$ cat src/rtl/cache_pkg.sv
// rtl/cache_pkg.sv - shared line geometry, refill FSM states and address helpers
package cache_pkg;

    localparam int ADDR_W         = 32;
    localparam int BYTE_W         = 8;
    localparam int WORDS_PER_LINE = 8;
    localparam int OFFSET_W       = $clog2(WORDS_PER_LINE);
    localparam int LINE_W         = BYTE_W * WORDS_PER_LINE;

    typedef enum logic [2:0] {
        IDLE,
        WB,
        FILL,
        DRAIN,
        RESP
    } refill_state_t;

    function automatic logic [ADDR_W-1:0] line_base(input logic [ADDR_W-1:0] addr);
        return {addr[ADDR_W-1:OFFSET_W], {OFFSET_W{1'b0}}};
    endfunction

endpackage

$ cat src/rtl/cache_line_refill_engine_line_assembler.sv
// rtl/cache_line_refill_engine_line_assembler.sv - line register with whole-line load and per-byte slot writes
module line_assembler
    import cache_pkg::*;
(
    input  logic                clk,
    input  logic                rst_n,
    input  logic                clr,
    input  logic                load,
    input  logic [LINE_W-1:0]   load_line,
    input  logic                we,
    input  logic [OFFSET_W-1:0] sel,
    input  logic [BYTE_W-1:0]   wdata,
    output logic [LINE_W-1:0]   line
);

    logic [LINE_W-1:0] line_q;

    always_ff @(posedge clk) begin
        if (!rst_n || clr) begin
            line_q <= '0;
        end else if (load) begin
            line_q <= load_line;
        end else if (we) begin
            line_q[int'(sel)*BYTE_W +: BYTE_W] <= wdata;
        end
    end

    assign line = line_q;

endmodule

$ cat src/rtl/cache_line_refill_engine.sv
// rtl/cache_line_refill_engine.sv - miss engine: optional victim writeback then line fill; option CRITICAL_WORD_FIRST_EN
module cache_line_refill_engine
    import cache_pkg::*;
(
    input  logic              clk,
    input  logic              rst_n,
    input  logic              req_valid,
    output logic              req_ready,
    input  logic [ADDR_W-1:0] req_addr,
    input  logic              req_wb,
    input  logic [ADDR_W-1:0] req_wb_addr,
    input  logic [LINE_W-1:0] req_wb_line,
    output logic              resp_valid,
    input  logic              resp_ready,
    output logic [LINE_W-1:0] resp_line,
    output logic [ADDR_W-1:0] mem_addr,
    output logic [BYTE_W-1:0] mem_wdata,
    output logic              mem_we,
    input  logic [BYTE_W-1:0] mem_rdata
`ifdef CRITICAL_WORD_FIRST_EN
    ,
    output logic              crit_valid,
    output logic [BYTE_W-1:0] crit_data
`endif
);

    refill_state_t        state, state_nxt;
    logic [OFFSET_W-1:0]  beat_cnt;
    logic [ADDR_W-1:0]    fill_base_q;
    logic [ADDR_W-1:0]    wb_base_q;
    logic                 cap_q;
    logic [OFFSET_W-1:0]  cap_slot_q;
    logic [OFFSET_W-1:0]  fill_off;
    logic [LINE_W-1:0]    victim_line;
    logic [LINE_W-1:0]    fill_line;
    logic                 accept;
    logic                 last_beat;

    assign accept    = req_valid && (state == IDLE);
    assign last_beat = (beat_cnt == OFFSET_W'(WORDS_PER_LINE - 1));

`ifdef CRITICAL_WORD_FIRST_EN
    logic [OFFSET_W-1:0] start_off_q;

    always_ff @(posedge clk) begin
        if (!rst_n) begin
            start_off_q <= '0;
        end else if (accept) begin
            start_off_q <= req_addr[OFFSET_W-1:0];
        end
    end

    // Fill offset wraps mod line size, so slots still match beat addresses.
    assign fill_off   = beat_cnt + start_off_q;
    assign crit_valid = cap_q && (cap_slot_q == start_off_q);
    assign crit_data  = mem_rdata;
`else
    assign fill_off = beat_cnt;
`endif

    always_ff @(posedge clk) begin
        if (!rst_n) begin
            state       <= IDLE;
            beat_cnt    <= '0;
            fill_base_q <= '0;
            wb_base_q   <= '0;
            cap_q       <= 1'b0;
            cap_slot_q  <= '0;
        end else begin
            state <= state_nxt;
            if (accept) begin
                beat_cnt    <= '0;
                fill_base_q <= line_base(req_addr);
                wb_base_q   <= line_base(req_wb_addr);
            end else if (state == WB || state == FILL) begin
                beat_cnt <= beat_cnt + OFFSET_W'(1);
            end
            // Registered memory: a fill beat's byte arrives one cycle after its address.
            cap_q      <= (state == FILL);
            cap_slot_q <= fill_off;
        end
    end

    always_comb begin
        state_nxt = state;
        mem_addr  = '0;
        mem_wdata = '0;
        mem_we    = 1'b0;
        case (state)
            IDLE: begin
                if (req_valid) state_nxt = req_wb ? WB : FILL;
            end
            WB: begin
                mem_we    = 1'b1;
                mem_addr  = wb_base_q | ADDR_W'(beat_cnt);
                mem_wdata = victim_line[int'(beat_cnt)*BYTE_W +: BYTE_W];
                if (last_beat) state_nxt = FILL;
            end
            FILL: begin
                mem_addr = fill_base_q | ADDR_W'(fill_off);
                if (last_beat) state_nxt = DRAIN;
            end
            DRAIN: state_nxt = RESP;
            RESP: begin
                if (resp_ready) state_nxt = IDLE;
            end
            default: state_nxt = IDLE;
        endcase
    end

    line_assembler u_victim (
        .clk       (clk),
        .rst_n     (rst_n),
        .clr       (1'b0),
        .load      (accept),
        .load_line (req_wb_line),
        .we        (1'b0),
        .sel       ('0),
        .wdata     ('0),
        .line      (victim_line)
    );

    line_assembler u_fill (
        .clk       (clk),
        .rst_n     (rst_n),
        .clr       (accept),
        .load      (1'b0),
        .load_line ('0),
        .we        (cap_q),
        .sel       (cap_slot_q),
        .wdata     (mem_rdata),
        .line      (fill_line)
    );

    assign req_ready  = (state == IDLE);
    assign resp_valid = (state == RESP);
    assign resp_line  = resp_valid ? fill_line : '0;

endmodule

$ cat config.mk
export PLATFORM = sky130hd
export DESIGN_NAME = cache_line_refill_engine
export DESIGN_NICKNAME = d
export VERILOG_FILES = /design/src/rtl/cache_pkg.sv /design/src/rtl/cache_line_refill_engine_line_assembler.sv /design/src/rtl/cache_line_refill_engine.sv
export SDC_FILE = /design/constraint.sdc
export NUM_CORES = 1
export LEC_CHECK = 0
export BUFFER_PORTS_ARGS = -buffer_cell sky130_fd_sc_hd__clkbuf_2
export CAP_MARGIN = 20
export CORE_ASPECT_RATIO = 0.9
export CORE_UTILIZATION = 50
export CTS_CLUSTER_DIAMETER = 30
export DETAILED_ROUTE_END_ITERATION = 10
export PLACE_DENSITY = 0.77
export SLEW_MARGIN = 20
export SYNTH_ARGS = -nofsm -noshare
export SYNTH_HDL_FRONTEND = slang
export SYNTH_SLANG_ARGS = --single-unit
$ cat constraint.sdc
create_clock -name clk -period 2.6 [get_ports clk]
set_clock_uncertainty 0.1 [all_clocks]
set_input_delay 0.13 -clock clk [delete_from_list [all_inputs] [get_ports clk]]
set_output_delay 0.13 -clock clk [all_outputs]
set_load 0.02 [all_outputs]
==> reports/results.txt <==
die area -> 0.0184 mm²
reg-to-reg slack, setup -> 0.20 ns
Hold WC Path Type -> in2reg
drt pass-1 iters -> 5
Starting Density -> 0.519
crit share post-route -> 0.922
storage element area -> 0.00393 mm²
Mapped Cells -> 1080
Post-Layout Inst Area -> 0.0121 mm²
Static Leak -> 4.91 nW
Yosys warnings -> 0
Starting DRT DRC Count -> 542
Post-DRT Antenna Nets -> 0
reg2reg path depth -> 7
initial antenna violation count -> 2
Sum Neg Setup Slack -> 0 ns
Post-CTS Setup Bufs -> 0
minimum clock period -> 2.40 ns
largest net degree at the start of global routing -> 123
Worst Hold End -> u_fill.line[21]$_SDFFE_PP0P_
Rows -> 45
async set-reset flop share out of synthesis -> 0
slowest cell on the critical path -> or4_1
first-pass GRT wire length -> 40600 µm
clock root cell -> clkbuf_16
RSZ-0062 raised after global routing -> false
CP bufs+invs -> 1
Synth Area per Inst -> 8.25 µm²
fmax -> 417 MHz
status -> complete, no violations
Critical Path Fanout Max -> 10
NumNets Final -> 1538
Setup crit end kind -> flip-flop
wire length per cell -> 15.5 µm
share of cells above drive strength 1 -> 0.221
DIE WIDTH -> 143 µm
worst setup path category -> reg2reg
syn nets -> 1226
max_cap viols -> 0
critical path depth -> 7
Detailed Place HPWL -> 14800 µm
Non-Filler Instances -> 1642
total chip power -> 7.31 mW
delay-heaviest family, CP -> simple AND/OR/NAND/NOR gates
r2r endpoint -> u_fill.line[54]$_SDFFE_PP0P_
hold path cells -> 3
Multi-input gate area -> 0.00453 mm²
Netlist cell types -> 46
final hold vios -> 0
GP Congestion -> 0.821
via/cell ratio -> 5.28
Layout area overhead -> 35.7%
hold_sp -> mem_rdata[5]
final max-slew violation count -> 0
startpoint types -> flip-flop
Pwr Density -> 604 mW/mm²
CP max stage delay -> 0.60 ns
Placed Cells -> 1478
# fillers -> 1298
Top FF cell, synth -> dfxtp_1
DR DRC count -> 0
CTS Buf Count -> 17
max_slew headroom -> 0.560
Synth Register Bits -> 196
Syn Std Cell Area -> 0.00891 mm²
TritonCTS clock tree -> done
clock-pin slew on the worst setup and hold paths -> 0.07 ns
grt ovf -> 0
H-tree levels -> 4
Sink Count -> 196
data arrival time of the worst path -> 2.61 ns
Area after DPL -> 0.0102 mm²
overall via count from detail_route -> 8664
worst-skew pair later-pin latency -> 0.43 ns
total global routing track utilization -> 0.282
Critical Path RT -> 2.81 ns
post-synthesis sequential area ratio -> 0.440
core area -> 0.0172 mm²
peak supply drop -> 473 µV
Bufs on Longest Clock Path -> 2
IO Count -> 248
Worst R2R Start -> cap_slot_q[0]$_SDFF_PN0_
Final setup viols -> 0
die height -> 129 µm
Worst-Margin Slew -> 0.658 ns
DRT Wirelength -> 25500 µm
critical path's most frequent cell -> ha_1
EDFF count, synth -> 0
worst path cell trace -> inv_2, ha_1, ha_1, nand3b_2, or4_1, nand2_1, a21oi_1
vias in the first global route -> 8298
port bufs -> 241
-- worst max-delay path by stage --
stage               slack [ns]                startpoint                            to
CTS                       0.08     state[0]$_SDFFE_PN0P_                  mem_addr[30]
global placement          0.30  cap_slot_q[0]$_SDFF_PN0_  u_fill.line[53]$_SDFFE_PP0P_
floorplan                 0.23  cap_slot_q[0]$_SDFF_PN0_  u_fill.line[48]$_SDFFE_PP0P_
detailed placement        0.21  cap_slot_q[0]$_SDFF_PN0_  u_fill.line[48]$_SDFFE_PP0P_
finish                    0.20  cap_slot_q[0]$_SDFF_PN0_  u_fill.line[54]$_SDFFE_PP0P_
global route              0.07  cap_slot_q[0]$_SDFF_PN0_  u_fill.line[54]$_SDFFE_PP0P_
-- routing by layer --
| layer | GRT usage | wire, µm | vias to the layer above |
|---|---|---|---|
| li1 | - | - | 4238 |
| met1 | 0.334 | 10700 | 4005 |
| met2 | 0.485 | 12400 | 350 |
| met3 | 0.0562 | 1560 | 71 |
| met4 | 0.145 | 860 | 0 |
| met5 | 0 | 0 | - |
-- power breakdown --
group	switching (mW)	total, mW	internal [mW]
clock	1.23	2.80	1.57
sequential	0.117	3.29	3.17
combinational	0.693	1.22	0.524
-- tightest hold or removal path, delay by kind of cell --
kind | cells | cell delay (ns)
compound gates | 1 | 0.06
simple gates | 1 | 0.12
buf+inv | 1 | 0.21
-- cell usage after synthesis (all sizes together), types with 8 or more instances --
cell | number | area share
a21oi | 68 | 0.038
nand3 | 52 | 0.030
nor2 | 20 | 0.0087
a21boi | 122 | 0.10
a211oi | 9 | 0.0076
buf | 51 | 0.035
nand2 | 305 | 0.13
a22o | 29 | 0.029
a22oi | 8 | 0.0067
dfxtp | 196 | 0.44
and3 | 10 | 0.0070
clkbuf | 42 | 0.018
nor2b | 12 | 0.0084
and2 | 73 | 0.051
mux2i | 34 | 0.038
-- what timing repair did --
item | in CTS | in global routing
endpoints found under the setup margin | 0 | 29
hold endpoints to repair | 148 | 1
resized for setup | 0 | 1
hold buffers | 129 | 1
-- logic make-up (layout without fill, tap and decap cells) --
kind of cell    after synthesis  after routing  synth area share
compound gates              241            241             0.187
xor+xnor                      2              2           0.00197
fa+ha+maj                     5              5           0.00702
buf+inv                      96            421            0.0538
flops                       196            196             0.440
mux                          34             34            0.0382
other cells                   0              2                 0
simple gates                506            506             0.272
-- placed cells by master (no fill, tap or decap), types with 2 or more instances in the layout --
master / n
nand2_1: 303
clkbuf_2: 240
dfxtp_1: 194
dlygate4sd3_1: 130
a21boi_1: 80
and2_1: 72
a21oi_1: 68
nand3_1: 51
a21boi_0: 42
mux2i_1: 34
a22o_1: 29
nor2_1: 19
clkbuf_16: 17
nor2b_1: 12
and3_1: 10
a211oi_1: 9
buf_4: 9
a22oi_1: 8
buf_12: 6
nand4_1: 5
ha_1: 5
nand2b_1: 4
o21ai_0: 4
or4_1: 3
nor4_4: 3
or2_2: 3
bufinv_16: 3
clkinvlp_4: 3
inv_8: 3
diode_2: 2
inv_1: 2
nor3_2: 2
nor3b_2: 2
xnor2_1: 2
nor4b_1: 2
dfxtp_2: 2
inv_6: 2
-- area by class of cell --
class,count,area share
timing repair buffer,386,0.223
sequential,196,0.325
antenna,2,0.000414
multi-input combinational,788,0.375
clock inverter,14,0.0160
clock buffer,18,0.0363
inverter,3,0.000931
tap,235,0.0243
-- registers in the layout, indices dropped and copies added, names as in the netlist --
register / count
u_fill.line: 64
cap_slot_q: 3
state: 3
cap_q: 1
wb_base_q: 29
fill_base_q: 29
u_victim.line: 64
beat_cnt: 3
-- per-stage QoR --
stage           util  hold slack (ns)  worst slack [ns]
6_report       0.704           0.0214             0.202
5_1_grt        0.704           0.0154            0.0693
4_1_cts        0.703          0.00289            0.0764
3_5_place_dp   0.591            0.258             0.211
3_3_place_gp   0.591            0.253             0.305
2_1_floorplan      -            0.165             0.225
No activity file was read; power rests on OpenSTA's default activity.
